## config.mk

```make
export PLATFORM = sky130hd
export DESIGN_NAME = imm_expand_stage
export DESIGN_NICKNAME = d
export VERILOG_FILES = /design/src/rtl/imm_expand_stage.sv
export SDC_FILE = /design/constraint.sdc
export NUM_CORES = 1
export LEC_CHECK = 0
export ABC_AREA = 1
export BUFFER_PORTS_ARGS = -buffer_cell sky130_fd_sc_hd__buf_2
export CAP_MARGIN = 15
export CORE_AREA = 2 2 142 75
export CTS_BUF_LIST = sky130_fd_sc_hd__clkbuf_8
export DETAILED_ROUTE_END_ITERATION = 12
export DIE_AREA = 0 0 144 77
export MAX_ROUTING_LAYER = met4
export PLACE_DENSITY = 0.6
export SETUP_SLACK_MARGIN = 0.3
export SYNTH_ARGS = -nofsm -noshare
export SYNTH_HDL_FRONTEND = slang
export SYNTH_SLANG_ARGS = --single-unit
```

## constraint.sdc

```tcl
create_clock -name clk -period 3.8 [get_ports clk]
set_input_delay 1.14 -clock clk [delete_from_list [all_inputs] [get_ports clk]]
set_output_delay 1.14 -clock clk [all_outputs]
set_load 0.03 [all_outputs]
```

## src/rtl/imm_expand_stage.sv

```systemverilog
// Immediate-expansion stage between decode and execute.
// Expands a raw immediate according to a 2-bit mode (zero-extend, sign-extend,
// upper placement, branch offset) and queues the result with its destination
// tag in a 2-entry in-order buffer with valid/ready handshakes on both sides.
module imm_expand_stage #(
    parameter int IMM_W  = 16,
    parameter int DATA_W = 32,
    parameter int TAG_W  = 5
) (
    input  logic              clk,
    input  logic              reset,
    input  logic              flush,
    input  logic              in_valid,
    output logic              in_ready,
    input  logic [IMM_W-1:0]  in_imm,
    input  logic [1:0]        in_mode,
    input  logic [TAG_W-1:0]  in_tag,
    output logic              out_valid,
    input  logic              out_ready,
    output logic [DATA_W-1:0] out_data,
    output logic [TAG_W-1:0]  out_tag
);

    // Branch mode needs two spare bits above the immediate for the shift.
    if (IMM_W < 1 || DATA_W < IMM_W + 2) begin : g_param_check
        $fatal(1, "imm_expand_stage: need IMM_W >= 1 and DATA_W >= IMM_W+2");
    end

    localparam logic [1:0] MODE_ZEXT   = 2'b00;
    localparam logic [1:0] MODE_SEXT   = 2'b01;
    localparam logic [1:0] MODE_UPPER  = 2'b10;
    localparam logic [1:0] MODE_BRANCH = 2'b11;

    // Pure bit placement: no carries, so no flags are produced.
    function automatic logic [DATA_W-1:0] expand_imm(
        input logic [IMM_W-1:0] imm,
        input logic [1:0]       mode
    );
        logic signed [IMM_W-1:0]  imm_s;
        logic signed [DATA_W-1:0] sext;
        logic [DATA_W-1:0]        res;
        imm_s = $signed(imm);
        sext  = DATA_W'(imm_s);
        res   = '0;
        case (mode)
            MODE_ZEXT:   res = {{(DATA_W-IMM_W){1'b0}}, imm};
            MODE_SEXT:   res = sext;
            MODE_UPPER:  res = {imm, {(DATA_W-IMM_W){1'b0}}};
            MODE_BRANCH: res = {sext[DATA_W-3:0], 2'b00};
            default:     res = '0;
        endcase
        return res;
    endfunction

    logic [DATA_W-1:0] r_data0, r_data1;
    logic [TAG_W-1:0]  r_tag0,  r_tag1;
    logic [1:0]        r_count;

    logic [DATA_W-1:0] w_exp;
    logic              w_push;
    logic              w_pop;

    // Handshake decode and combinational expansion of the incoming immediate.
    always_comb begin
        in_ready  = (r_count < 2'd2) && !reset;
        out_valid = (r_count != 2'd0);
        out_data  = out_valid ? r_data0 : '0;
        out_tag   = out_valid ? r_tag0  : '0;
        w_push    = in_valid && in_ready;
        w_pop     = out_valid && out_ready;
        w_exp     = expand_imm(in_imm, in_mode);
    end

    // Buffer update: reset, then flush, then push/pop.
    always_ff @(posedge clk) begin
        if (reset || flush) begin
            r_count <= 2'd0;
            r_data0 <= '0;
            r_tag0  <= '0;
            r_data1 <= '0;
            r_tag1  <= '0;
        end else begin
            case ({w_push, w_pop})
                2'b10: begin
                    if (r_count == 2'd0) begin
                        r_data0 <= w_exp;
                        r_tag0  <= in_tag;
                    end else begin
                        r_data1 <= w_exp;
                        r_tag1  <= in_tag;
                    end
                    r_count <= r_count + 2'd1;
                end
                2'b01: begin
                    r_data0 <= r_data1;
                    r_tag0  <= r_tag1;
                    r_data1 <= '0;
                    r_tag1  <= '0;
                    r_count <= r_count - 2'd1;
                end
                2'b11: begin
                    // Only reachable with one entry held: the head leaves and
                    // the new entry takes its place.
                    r_data0 <= w_exp;
                    r_tag0  <= in_tag;
                end
                default: begin
                end
            endcase
        end
    end

endmodule
```

==> key figures, run 1 <==
Synthesis
  – Unique masters post-synth: 21
  – Seq/Total Area, Yosys: 37.7%
  – Post-Synth Simple-Gate Area: 43.3%
  – Syn_nets: 705
  – Post-synth top area share: 37.7%
  – Post-synth top area cell: dfxtp_1
  – Post-Synth Adder-Cell Area: 0.620%
  – XOR/XNOR share of the synthesized area: 0%
  – Cell count after synthesis: 675
  – Synth Cell Area: 0.00404 mm²
  – #FFs+latches synth: 76
  – Synthesis Warnings: 0
  – Synth Area in Compound Gates: 6.79%
  – Largest family of logic cells by synthesized area: simple AND/OR/NAND/NOR gates
  – Post-synthesis mux area share: 0%
  – Largest cells by area after synthesis: dfxtp_1 38%, nor2_1 19%, nand2_1 15%
  – Syn_area_per_cell: 5.98 µm²

Clock network
  – TritonCTS Sinks: 76
  – Root Buffer: clkbuf_8
  – CTS tree: done
  – Hold-fix buffers at CTS: 0
  – Worst-path clk slew: 0.08 ns
  – Setup Buffers After CTS: 0
  – H-tree Lvls: 3
  – CTS buffer count: 9
  – Clk_lat worst skew: 0.36 ns
  – Post-cts sizing count: 0
  – Clock buffer depth: 2

Placed design
  – Placed Instances: 849
  – Hpwl dp: 7.50 mm
  – # port buffers: 66
  – Pre-CTS setup slack: 0.549 ns
  – Gpl congestion: 0.974

Detailed routing
  – Final wirelength: 10.9 mm
  – Drt pass-1 iters: 6
  – DRC viols: 0
  – Via count: 4109
  – Via-per-instance ratio: 4.76
  – DR WL/cell: 12.6 µm
  – Final ANT Viol Nets: 0
  – Initial drt markers: 392

Floorplanning
  – Num ports: 67
  – Die Y: 77 µm
  – Core Region: 0.00986 mm²
  – Die Area: 0.0111 mm²
  – Site Rows: 26
  – Die Width: 144 µm
  – Initial core utilization: 40.9%

Outcome
  – Outcome: completed

Critical path
  – Critical Path Source Type: register
  – Required time of the critical path: 2.66 ns
  – Slowest-stage cell, CP: nor2_2
  – Critical Path Max Stage Delay: 0.77 ns
  – Worst EP arrival: 2.01 ns
  – Crit end category: primary output
  – Critical path peak fanout: 21
  – Worst-path cell chain: nor2_2, buf_12, nor2_1, buf_2
  – Crit path kind: register to primary output

STA
  – Final Max Tran Viols: 0
  – Setup TNS: 0 ns
  – Fmax: 0.317 GHz
  – Hold Fails Final Rpt: 0
  – RSZ-0062 raised after global routing: false
  – Setup Viol. Count Final: 0
  – Final setup margin: 0.648 ns
  – Final setup skew: 0.00794 ns
  – Worst Tran Pin Value: 0.971 ns
  – Worst slew margin: 35.3%
  – Period utilization: 83.0%
  – Min cycle time layout: 3.15 ns
  – Hold_ws: 0.487 ns

Pwr
  – Worst VDD drop: 0.167 mV
  – P_leak: 2.37 nW
  – Cell-internal power: 1.23 mW
  – Logic pwr share: 15.9%
  – Sw Ratio: 28.6%
  – Sequential share of power: 47.9%
  – Clock Power Share: 36.2%
  – Psw: 495 µW
  – P per Cell Area: 374 mW/mm²

GRT
  – Grt total ovfl: 0
  – Vias in the first global route: 3740
  – Total GRT Usage: 21.5%
  – Antenna violations before repair: 0
  – Pin count of the biggest net entering global routing: 77
  – First-pass GRT wire length: 18.2 mm

Cells and area
  – Filler cells: 1059
  – # diodes: 0
  – Post-route insts no fill: 863
  – Nets@finish: 750
  – Area growth from synthesis to layout: 14.5%
  – Layout cells sized above 1: 14.4%

Worst hold path
  – Worst min path class: register to register

Flow run
  – Maxcap violations: 0
power groups by stage:
| stage | Sequential (mW) | Combinational, mW | Clock [mW] |
|---|---|---|---|
| after floorplan | 0.845 | 0.203 | 0 |
| after global placement | 0.846 | 0.272 | 0 |
| after detailed placement | 0.847 | 0.274 | 0 |
| after CTS | 0.828 | 0.275 | 0.645 |
| after global routing | 0.831 | 0.315 | 0.676 |
| final | 0.828 | 0.275 | 0.626 |
path summary, 6_finish.rpt:
path	startpoint	end	slack (ns)	cells after the start
max	r_count[1]	out_data[13]	0.65	4
min	r_tag1[0]	r_tag1[0]	0.49	2
max reg2reg	r_count[1]	r_data1[17]	1.25	11
min reg2reg	r_tag1[0]	r_tag1[0]	0.49	2
logic make-up after synthesis:
logic type	after synthesis
adder cells (fa/ha/maj)	2
buffers and inverters	108
flip-flops	76
AO/OA/AOI/OAI	54
AND/OR/NAND/NOR	435
registers in the layout, indices dropped and copies added, names as in the netlist:
signal and count:
r_tag1 5, r_count 2, r_data1 32, r_data0 32
r_tag0 5
metrics by stage:
stage / instance area, µm² / power [mW] / utilization [%]
5_1_grt: 4620 / 1.82 / 46.9
3_3_place_gp: 4430 / 1.12 / 45.0
2_1_floorplan: 4040 / 1.05 / -
3_5_place_dp: 4430 / 1.12 / 45.0
4_1_cts: 4620 / 1.75 / 46.9
6_report: 4620 / 1.73 / 46.9
layout by cell type (no fill, tap or decap), drive strengths merged:
cell type and n:
a21oi 2, buf 75, bufinv 1, clkbuf 11, clkinv 1, dfxtp 76
ha 2, inv 68, nand2 163, nand3 64, nor2 207, nor3b 1
o21ai 52
routing by layer:
metal,share of wire [%],wire [µm],track usage (%)
met4,0.72,78,5.20
met5,0,0,-
met2,39,4290,29.6
met1,53,5730,30.9
met3,7.3,800,6.00
worst max-delay path: cells and delay by family, from the launching register on:
family	cells	cell delay, ns
buf+inv	2	0.42
simple gates	2	0.84
flops	1	0.37
cell usage after synthesis:
master / number
nand2_1: 161
buf_4: 6
buf_2: 30
a21oi_1: 2
nor3b_1: 1
dfxtp_1: 76
inv_4: 1
o21ai_0: 50
clkbuf_1: 4
o21ai_1: 1
nand3_1: 62
nand3_2: 2
nand2_4: 1
nor2_2: 4
ha_1: 2
inv_1: 63
inv_2: 3
nand2_2: 1
o21ai_2: 1
clkbuf_2: 1
nor2_1: 203
layout make-up:
class,instances,area (µm²),share of cell area (%)
Multi-Input combinational cell,491,2060,44.5
Sequential cell,76,1520,32.9
Timing Repair Buffer,75,423,9.15
Inverter,67,254,5.49
Tap cell,140,175,3.79
Clock buffer,11,151,3.27
Clock inverter,3,38.8,0.839
No activity file was read; power rests on OpenSTA's default activity.
==> run 2, diff against run 1 <==
==> constraint.sdc (replaced) <==
create_clock -name clk -period 3.1 [get_ports clk]
set_input_delay 0.93 -clock clk [delete_from_list [all_inputs] [get_ports clk]]
set_output_delay 0.93 -clock clk [all_outputs]
set_load 0.03 [all_outputs]
==> run 2 against run 1 <==
  * Sequential power rose by 23%
  * Critical path depth did not move
  * Clock-buffer cell count fell by 2
  * First-iteration DRC count fell by 20%
  * Non-clock buffer count fell by 2
  * Global-route usage rose by 0.15 points
  * Register-to-register slack got worse by 0.46 ns
  * Largest power group unchanged
==> key figures, run 2 (synthesis results as in run 1) <==
Clock network
  – Clock buffer depth: 2
  – CTS buffer count: 9
  – Worst-path clk slew: 0.09 ns
  – Hold-fix buffers at CTS: 0
  – Post-cts sizing count: 0
  – Clk_lat worst skew: 0.36 ns
  – H-tree Lvls: 3
  – Root Buffer: clkbuf_8
  – Setup Buffers After CTS: 0
  – CTS tree: done
  – TritonCTS Sinks: 76

Placed design
  – Hpwl dp: 7.55 mm
  – # port buffers: 66
  – Gpl congestion: 0.878
  – Placed cell area: 0.00444 mm²

Critical path
  – Crit path kind: register to primary output
  – Critical Path Source Type: register
  – Worst EP arrival: 1.72 ns
  – Critical path peak fanout: 29
  – Crit end category: primary output
  – Crit path from: r_count[1]
  – FF-to-FF Start: r_count[0]
  – Required time of the critical path: 2.17 ns

Flow run
  – Maxcap violations: 0

Detailed routing
  – Final ANT Viol Nets: 0
  – Via count: 4131
  – DR WL/cell: 13.0 µm
  – Drt pass-1 iters: 5
  – Final wirelength: 11.2 mm
  – DRC viols: 0
  – Initial drt markers: 313
  – Via-per-instance ratio: 4.79

STA
  – Hold Fails Final Rpt: 0
  – Setup TNS: 0 ns
  – Worst Tran Pin Value: 0.625 ns
  – Hold_ws: 0.488 ns
  – Setup Viol. Count Final: 0
  – Final Max Tran Viols: 0
  – Period utilization: 85.5%
  – Worst slew margin: 58.3%
  – Final setup skew: 0.00958 ns
  – Min cycle time layout: 2.65 ns
  – RSZ-0062 raised after global routing: false
  – Fmax: 0.377 GHz

Cells and area
  – Nets@finish: 748
  – Layout cells sized above 1: 14.5%
  – Area of the multi-input gates: 0.00206 mm²
  – Commonest non-fill, non-tap cells in the layout: 202 x nor2_1, 161 x nand2_1, 76 x dfxtp_1
  – Largest registers: r_data0 x32, r_data1 x32
  – Commonest non-fill, non-tap cell in the layout: nor2_1
  – Area growth from synthesis to layout: 14.8%
  – Sequential Area: 0.00152 mm²
  – # diodes: 0
  – Finished Cell Area: 0.00463 mm²
  – Filler cells: 1043

Floorplanning
  – Die Width: 144 µm
  – Die Area: 0.0111 mm²
  – Die Y: 77 µm
  – Site Rows: 26
  – Core Region: 0.00986 mm²
  – Initial core utilization: 40.9%
  – Num ports: 67

GRT
  – Vias in the first global route: 3641
  – First-pass GRT wire length: 18.3 mm
  – Pin count of the biggest net entering global routing: 54
  – Grt total ovfl: 0
  – Total GRT Usage: 21.7%
  – Antenna violations before repair: 0

Pwr
  – Overall power: 2.11 mW
  – P per Cell Area: 455 mW/mm²
  – Worst VDD drop: 0.202 mV
  – P_leak: 2.35 nW

Worst hold path
  – Worst min path class: register to register
  – Min-delay src: r_data1[0]

Outcome
  – Outcome: completed
run 2: changes by cell type in the layout (fill, tap and decap cells not counted), sizes merged:
cell,change
inv,-1
clkinvlp,+3
clkbuf,-2
buf,-2
clkinv,+2
run 2: worst paths after layout:
| path | to | slack [ns] | cells after the start |
|---|---|---|---|
| setup / recovery | out_data[21] | 0.45 | 4 |
| hold / removal | r_data1[0] | 0.49 | 2 |
| setup reg to reg | r_data0[26] | 0.79 | 10 |
| hold reg to reg | r_data1[0] | 0.49 | 2 |
run 2: per-stage QoR:
step	setup slack (ns)	util, %	cells
final	0.449	47.0	863
after global routing	0.322	47.0	863
after CTS	0.407	47.0	863
after detailed placement	0.368	45.1	847
after global placement	0.422	45.1	847
after floorplan	0.694	-	675
run 2: worst max-delay path, stage by stage (launching register included):
cell and delay [ns]:
dfxtp_1 0.38, nor2_2 0.47, buf_12 0.26, nor2_1 0.07, buf_2 0.18
run 2: power breakdown:
part           internal (mW)  switching [mW]
Combinational          0.107           0.232
Clock                  0.367           0.389
Sequential              1.00          0.0105
run 2: final cells by class:
class	instances	area share (%)
tap	140	3.78
clock buffer	9	2.67
multi-input combinational	491	44.4
clock inverter	7	1.46
sequential	76	32.8
timing repair buffer	73	9.34
inverter	67	5.48
run 2: per-layer routing:
metal  share of wire (%)  wire length [µm]  up-vias  GRT usage [%]
met5                   0                 0        -              -
met4                0.79                89        0           5.29
met3                 6.9               771       11           5.43
met2                  41              4600      130           30.7
met1                  51              5770     1852           30.7
li1                    -                 -     2138              -
